$ cat src/rtl/mem_access_ctrl.sv
// Load/store access controller between a pipeline MEM stage and a word-wide memory port.
// Handles byte/half/word lane steering, sign/zero extension, alignment checks and a bounded wait for mem_ready.
module mem_access_ctrl #(
    parameter int unsigned TIMEOUT = 15
) (
    input  logic        clk,
    input  logic        rstn,
    input  logic        req_valid,
    input  logic        req_we,
    input  logic [31:0] req_addr,
    input  logic [31:0] req_wdata,
    input  logic [2:0]  req_option,
    output logic        stall,
    output logic        done,
    output logic        error,
    output logic [31:0] rdata_out,
    output logic        mem_en,
    output logic [3:0]  mem_we,
    output logic [31:0] mem_addr,
    output logic [31:0] mem_wdata,
    input  logic [31:0] mem_rdata,
    input  logic        mem_ready
);

    typedef enum logic [1:0] {IDLE, ACCESS, RESP} state_t;

    localparam logic [7:0] LAST_WAIT = 8'(TIMEOUT - 1);

    state_t      state;
    logic [7:0]  wait_cnt;
    logic [2:0]  lat_option;
    logic [1:0]  lat_off;
    logic        lat_we;

    logic        illegal;
    logic        misaligned;
    logic [3:0]  strobe;
    logic [31:0] lane_wdata;

    // Width code decode uses option[1:0]; the unsigned variants share lane rules with their signed twins.
    always_comb begin
        // NOTE: every always_comb output gets a default first so no path leaves it unassigned (no latch).
        illegal    = (req_option == 3'b011) || (req_option[2:1] == 2'b11);
        misaligned = 1'b0;
        strobe     = 4'b1111;
        lane_wdata = req_wdata;
        case (req_option[1:0])
            2'b00: begin
                strobe     = 4'b0001 << req_addr[1:0];
                lane_wdata = {4{req_wdata[7:0]}};
            end
            2'b01: begin
                misaligned = req_addr[0];
                strobe     = req_addr[1] ? 4'b1100 : 4'b0011;
                lane_wdata = {2{req_wdata[15:0]}};
            end
            2'b10: misaligned = (req_addr[1:0] != 2'b00);
            default: ;
        endcase
    end

    function automatic logic [31:0] load_ext(input logic [2:0]  opt,
                                             input logic [1:0]  off,
                                             input logic [31:0] word);
        logic [7:0]  b;
        logic [15:0] h;
        b = word[{off, 3'b000} +: 8];
        h = off[1] ? word[31:16] : word[15:0];
        case (opt)
            3'b000:  return {{24{b[7]}}, b};
            3'b100:  return {24'b0, b};
            3'b001:  return {{16{h[15]}}, h};
            3'b101:  return {16'b0, h};
            default: return word;
        endcase
    endfunction

    assign stall = req_valid && (state != RESP);

    always_ff @(posedge clk) begin
        if (!rstn) begin
            state      <= IDLE;
            wait_cnt   <= '0;
            lat_option <= '0;
            lat_off    <= '0;
            lat_we     <= 1'b0;
            done       <= 1'b0;
            error      <= 1'b0;
            rdata_out  <= '0;
            mem_en     <= 1'b0;
            mem_we     <= '0;
            mem_addr   <= '0;
            mem_wdata  <= '0;
        end else begin
            // NOTE: non-blocking assignments only, so every register sees pre-edge values of the others.
            done  <= 1'b0;
            error <= 1'b0;
            case (state)
                IDLE: begin
                    if (req_valid) begin
                        if (illegal || misaligned) begin
                            state     <= RESP;
                            done      <= 1'b1;
                            error     <= 1'b1;
                            rdata_out <= '0;
                        end else begin
                            state      <= ACCESS;
                            wait_cnt   <= '0;
                            lat_option <= req_option;
                            lat_off    <= req_addr[1:0];
                            lat_we     <= req_we;
                            mem_en     <= 1'b1;
                            mem_addr   <= {req_addr[31:2], 2'b00};
                            mem_we     <= req_we ? strobe : 4'b0000;
                            mem_wdata  <= req_we ? lane_wdata : 32'h0;
                        end
                    end
                end
                ACCESS: begin
                    // Completion is tested first so a ready on the final wait cycle still succeeds.
                    if (mem_ready) begin
                        state     <= RESP;
                        done      <= 1'b1;
                        mem_en    <= 1'b0;
                        mem_we    <= '0;
                        rdata_out <= lat_we ? 32'h0 : load_ext(lat_option, lat_off, mem_rdata);
                    end else if (wait_cnt == LAST_WAIT) begin
                        state     <= RESP;
                        done      <= 1'b1;
                        error     <= 1'b1;
                        mem_en    <= 1'b0;
                        mem_we    <= '0;
                        rdata_out <= '0;
                    end else begin
                        wait_cnt <= wait_cnt + 8'd1;
                    end
                end
                RESP:    state <= IDLE;
                default: state <= IDLE;
            endcase
        end
    end

endmodule
$ cat config.mk
export PLATFORM = sky130hd
export DESIGN_NAME = mem_access_ctrl
export DESIGN_NICKNAME = d
export VERILOG_FILES = /design/src/rtl/mem_access_ctrl.sv
export SDC_FILE = /design/constraint.sdc
export NUM_CORES = 1
export LEC_CHECK = 0
export ABC_AREA = 1
export CAP_MARGIN = 0
export CORE_UTILIZATION = 45
export DETAILED_ROUTE_END_ITERATION = 10
export PLACE_DENSITY = 0.81
export SKIP_CTS_REPAIR_TIMING = 1
export SLEW_MARGIN = 30
export SYNTH_ARGS = -nofsm -noshare
export SYNTH_HDL_FRONTEND = slang
export SYNTH_SLANG_ARGS = --single-unit
export TNS_END_PERCENT = 30
$ cat constraint.sdc
create_clock -name clk -period 2.7 [get_ports clk]
set_input_delay 0.54 -clock clk [delete_from_list [all_inputs] [get_ports clk]]
set_output_delay 0.54 -clock clk [all_outputs]
set_load 0.005 [all_outputs]
==> summary.txt, run 1 <==
1st-pass router iterations -> 5
CP Capture Type -> output port
share of cells above drive strength 1 -> 12.26%
critical path launch point type -> input port
met2 Resource Use GR -> 42.28%
cell row count -> 40
crit-path max FO -> 3
final hold viol count -> 0
Core Footprint -> 12,110 sq um
first-pass GRT wire length -> 26,410 um
Internal Dissipation -> 3.729 mW
sw power -> 1.295 mW
gr ovfl total -> 0
Least-Margin Pin Slew -> 0.7318 ns
Max Root-Sink Buffers -> 2
Synth Area per Inst -> 7.191 sq um
Worst VDD drop -> 0.0004849 V
Worst-Skew Late Latency -> 0.41 ns
Vias -> 5,828
Fin Clk Skew -> 0.009695 ns
Critical Path AT -> 1.79 ns
switching part of the total -> 25.78%
Crit path largest cell delay -> 0.53 ns
post-synthesis register bit count -> 117
max_slew headroom -> 51.16%
Seq/Total Area, Yosys -> 41.60%
clock group share of total power -> 45.8%
worst endpoint required time -> 2.16 ns
Routed Antenna Nets -> 0
Layout Nets -> 1,092
largest family of logic cells by synthesized area -> simple AND/OR/NAND/NOR gates
Reg-to-Reg Start -> lat_off[1]
slowest stage cell, crit path -> clkdlybuf4s50_1
CTS tree -> done
XOR/XNOR Fraction of Synth Area -> 0%
Buf+Inv Stages, Crit Path -> 3
die width -> 113.9 um
Unique masters post-synth -> 31
vias in the first global route -> 5,398
commonest non-fill, non-tap cells in the layout -> nand2_1, clkdlybuf4s50_1, dfxtp_1
CTS sink cnt -> 117
Fin Setup TNS -> 0 ns
worst hold start -> mem_wdata[20]
Starting Density -> 46.49%
Inserted Clock Buffers -> 17
synthesized instance count -> 783
Period minus WS final -> 2.332 ns
GR Util All Layers -> 26.07%
total chip power -> 5.024 mW
Final Cell Area -> 8404 sq um
Placed Area -> 7802 sq um
combinational power share -> 17.2%
part of the power in registers -> 37.0%
Power Density -> 597.8 nW/um^2
largest net degree at the start of global routing -> 46
Worst Setup SP -> req_valid
Port Buffers -> 205
routed wire length -> 16,380 um
crit-path cells -> clkdlybuf4s50_1 > inv_1 > a21oi_1 > clkdlybuf4s50_1
status -> finished clean
fmax -> 428.8 MHz
Root Buffer -> clkbuf_16
Die Span Y -> 113.9 um
total of max-cap violations -> 0
HPWL after DPL -> 11,650 um
Post-Synth Adder-Cell Area -> 1.333%
Antenna Cells -> 0
critical path type -> input port to output port
post-synthesis simple-gate area fraction -> 28.13%
GRT met1 Usage -> 31.88%
Clock H-tree levels -> 4
Worst Hold Class -> register to register
# DRC -> 0
placer congestion estimate -> 0.8964
Setup Viol. Count Final -> 0
commonest non-fill, non-tap cell in the layout -> nand2_1
Synth Area in Compound Gates -> 19.56%
mux share of post-synthesis cell area -> 0%
mapped cell area -> 5630 sq um
Final Cycle Share -> 86.37%
drt wl/cell -> 14.09 um
RSZ-0062 raised after global routing -> false
initial antenna violation count -> 0
Vias/cell -> 5.011
Pins Over Slew Limit -> 0
Most Crowded Layer GR -> met2
synthesis warning total -> 0
critical path's most frequent cell -> clkdlybuf4s50_1
Layout Area Growth over Synthesis -> 49.27%
Top delay family on crit path -> buffers and inverters
Top-Level Pins -> 208
Pleak -> 3.276 nW
Die Footprint -> 12,960 sq um
drt initial violations -> 387
Clk pin slew, worst setup/hold paths -> 0.05 ns
GR Util met3 -> 8.820%
==> final timing paths <==
path / endpoint / slack [ns] / cells past startpoint
worst max-delay path: stall / 0.37 / 4
worst min-delay path: mem_wdata[20] / 0.46 / 2
worst max register to register: rdata_out[22] / 1.00 / 5
worst min register to register: mem_wdata[20] / 0.46 / 2
==> through the flow <==
step | cells | hold slack [ns] | worst slack [ns] | util, %
final | 1163 | 0.4557 | 0.3679 | 69.39
after global routing | 1163 | 0.4722 | 0.2764 | 69.39
after CTS | 1163 | 0.4563 | 0.3767 | 69.39
after detailed placement | 1131 | 0.4436 | 0.05546 | 64.42
after global placement | 1131 | 0.4388 | 0.1436 | 64.42
after floorplan | 784 | 0.4517 | 0.9458 | -
==> worst reg2reg max path, stage by stage, from the launching register on <==
cell     delay (ns)
dfxtp_1        0.65
o21ai_0        0.24
a21oi_1        0.26
nand2_4        0.20
nand3_1        0.15
a21oi_1        0.08
==> per-layer routing <==
metal	share of wire, %	vias up
met5	0	-
met4	2.7	0
met3	7.3	40
met2	47	214
met1	43	2620
li1	-	2954
==> synthesized netlist by cell type <==
master / number / share of area (%)
o21ai_0: 71 / 6.3
nand2_4: 3 / 0.60
o21ai_1: 4 / 0.36
inv_4: 1 / 0.11
nand2_2: 10 / 1.1
nor2_2: 2 / 0.22
nand3_1: 68 / 6.0
buf_6: 6 / 1.2
buf_2: 18 / 1.6
dfxtp_1: 117 / 42
inv_1: 62 / 4.1
nor3_4: 1 / 0.29
buf_4: 4 / 0.53
conb_1: 1 / 0.067
o21ai_2: 31 / 4.8
nor2_4: 4 / 0.80
nand4_1: 1 / 0.11
nand2_1: 210 / 14
o22ai_1: 1 / 0.11
or2_0: 1 / 0.11
buf_8: 1 / 0.27
a21oi_1: 83 / 7.4
o211ai_1: 2 / 0.27
nand3_2: 10 / 1.8
a21oi_2: 2 / 0.31
clkbuf_1: 13 / 0.87
ha_1: 6 / 1.3
nand3_4: 1 / 0.31
inv_2: 9 / 0.60
or2_2: 2 / 0.22
nor2_1: 38 / 2.5
==> flip-flops by register name, indices dropped and copies added, names as in the netlist <==
register and cells:
done 1, error 1, lat_off 2, lat_option 3, lat_we 1, mem_addr 30, mem_en 1, mem_wdata 32
mem_we 4, rdata_out 32, state 2, wait_cnt 8
==> cells by family after synthesis <==
family,Yosys count
other,1
adders and majority gates,6
buffers and inverters,114
and+or+nand+nor,351
DFF,117
AOI/OAI and AO/OA,194
==> power groups by stage <==
stage / registers, mW / clock network (mW) / logic (mW)
6_report: 1.86 / 2.30 / 0.866
5_1_grt: 1.87 / 2.40 / 0.957
4_1_cts: 1.86 / 2.33 / 0.868
3_3_place_gp: 1.89 / 0 / 0.853
2_1_floorplan: 1.89 / 0 / 0.460
3_5_place_dp: 1.89 / 0 / 0.861
==> cell type report <==
cell class              count  area, sq um
fillers                  1047         3707
multi-input cells         553         2768
flip-flops and latches    117         2342
repair buffers            221         2210
clock buffers              22        474.2
inverters                  72        272.8
well taps                 168        210.2
clock inverters            10        127.6
Power figures use the tool's default switching activity.
==> run 2, diff against run 1 <==
--- a/config.mk
+++ b/config.mk
@@ -7,9 +7,9 @@
 export LEC_CHECK = 0
 export ABC_AREA = 1
 export CAP_MARGIN = 0
-export CORE_UTILIZATION = 45
+export CORE_UTILIZATION = 41
 export DETAILED_ROUTE_END_ITERATION = 10
-export PLACE_DENSITY = 0.81
+export PLACE_DENSITY = 0.78
 export SKIP_CTS_REPAIR_TIMING = 1
 export SLEW_MARGIN = 30
 export SYNTH_ARGS = -nofsm -noshare
==> constraint.sdc (replaced) <==
create_clock -name clk -period 1.94 [get_ports clk]
set_input_delay 0.388 -clock clk [delete_from_list [all_inputs] [get_ports clk]]
set_output_delay 0.388 -clock clk [all_outputs]
set_load 0.005 [all_outputs]
==> summary.txt, run 2 (synthesis gave the netlist of run 1 again) <==
Max Root-Sink Buffers -> 2
Layout Utilization -> 65.77%
Clock H-tree levels -> 4
vias in the first global route -> 5,514
RSZ-0062 raised after global routing -> true
gr ovfl total -> 0
Hold Path Cell Cnt -> 2
fmax -> 546.3 MHz
CP Capture Type -> register
Hold EP -> mem_wdata[19]
reg-to-reg endpoint -> wait_cnt[7]
Vias/cell -> 4.949
Starting Density -> 42.35%
Pins Over Slew Limit -> 0
biggest regs -> mem_wdata: 32 flops, rdata_out: 32 flops, mem_addr: 30 flops
Port Buffers -> 205
Core Footprint -> 13,300 sq um
Die Footprint -> 14,210 sq um
Clk pin slew, worst setup/hold paths -> 0.05 ns
Final Cell Area -> 8745 sq um
worst hold start -> mem_wdata[19]
Inserted Clock Buffers -> 17
sw power -> 1.883 mW
first-pass GRT wire length -> 27,100 um
crit-path max FO -> 8
Critical Path AT -> 2.13 ns
Top-Level Pins -> 208
cell row count -> 42
total chip power -> 7.382 mW
switching part of the total -> 25.51%
critical path launch point type -> input port
worst r2r path cells -> 8
total of max-cap violations -> 0
GR Util All Layers -> 24.07%
Worst Hold Class -> register to register
part of the power in registers -> 35.0%
1st-pass router iterations -> 6
routed wire length -> 16,940 um
commonest non-fill, non-tap cell in the layout -> nand2_1
status -> finished clean
Placed Area -> 8060 sq um
combinational power share -> 17.6%
Root Buffer -> clkbuf_16
final hold viol count -> 0
Pleak -> 3.446 nW
drt wl/cell -> 14.16 um
Worst-Skew Late Latency -> 0.42 ns
CTS sink cnt -> 117
Internal Dissipation -> 5.499 mW
Final Cycle Share -> 94.36%
placer congestion estimate -> 0.8892
commonest non-fill, non-tap cells in the layout -> nand2_1, clkdlybuf4s50_1, dfxtp_1
worst endpoint required time -> 2.23 ns
Worst VDD drop -> 0.0006730 V
Antenna Cells -> 0
Vias -> 5,919
Setup Viol. Count Final -> 0
CTS tree -> done
Reg-to-Reg Start -> wait_cnt[0]
die width -> 119.2 um
largest net degree at the start of global routing -> 29
HPWL after DPL -> 12,260 um
Power Density -> 844.1 nW/um^2
Routed Antenna Nets -> 0
Layout Area Growth over Synthesis -> 55.31%
FILL cells -> 1,150
share of cells above drive strength 1 -> 14.51%
Layout Nets -> 1,117
clock group share of total power -> 47.4%
drt initial violations -> 483
Fin Clk Skew -> 0.01220 ns
Die Span Y -> 119.2 um
initial antenna violation count -> 0
critical path type -> input port to register
# DRC -> 0
Period minus WS final -> 1.831 ns
reg2reg setup slack -> 0.32 ns
[run 2: how the worst max path moves through the flow]
| stage | start | to | slack (ns) | depth (start not counted) |
|---|---|---|---|---|
| after floorplan | req_option[0] | mem_wdata[10] | 0.34 | 9 |
| after global placement | req_option[0] | mem_addr[16] | -0.25 | 10 |
| after detailed placement | req_option[0] | mem_wdata[1] | -0.32 | 11 |
| after CTS | req_valid | stall | -0.08 | 4 |
| after global routing | req_option[0] | mem_wdata[1] | -0.003 | 11 |
| final | req_option[0] | lat_off[0] | 0.11 | 11 |
[run 2: area by class of cell]
cell class / instances / area [sq um] / area share, %
clock buffers: 21 / 460.4 / 5.265
clock inverters: 11 / 198.9 / 2.275
inverters: 72 / 272.8 / 3.119
multi-input cells: 553 / 2771 / 31.69
flip-flops and latches: 117 / 2342 / 26.78
well taps: 176 / 220.2 / 2.518
repair buffers: 246 / 2479 / 28.34
[run 2: metrics by stage]
stage	cells	setup TNS (ns)	setup slack (ns)	hold WS (ns)
6_report	1196	0	0.1095	0.4569
5_1_grt	1196	-0.003306	-0.003306	0.4777
4_1_cts	1194	-0.07516	-0.07516	0.4577
3_5_place_dp	1162	-29.36	-0.3238	0.4430
3_3_place_gp	1162	-22.87	-0.2513	0.4389
2_1_floorplan	784	0	0.3378	0.4517
[run 2: worst max-delay path, cell delays in order]
cell and delay [ns]:
clkdlybuf4s50_1 0.50, inv_1 0.07, ha_1 0.29, inv_1 0.07, nor2_2 0.04, nand2_2 0.09
nand3_4 0.14, buf_4 0.18, buf_4 0.14, o21ai_0 0.16, a21oi_1 0.05
[run 2: power by group through the flow]
stage / Clock (mW) / Sequential, mW / Combinational (mW)
finish: 3.50 / 2.59 / 1.30
global route: 3.66 / 2.60 / 1.41
CTS: 3.54 / 2.59 / 1.29
detailed placement: 0 / 2.63 / 1.28
global placement: 0 / 2.63 / 1.26
floorplan: 0 / 2.63 / 0.640
[run 2: routing by layer]
| layer | wire, um | up-vias | GRT usage, % |
|---|---|---|---|
| met4 | 461 | 0 | 9.889 |
| met5 | 0 | - | 0 |
| li1 | - | 2987 | - |
| met3 | 1247 | 36 | 7.328 |
| met1 | 7169 | 2664 | 29.52 |
| met2 | 8058 | 232 | 39.06 |
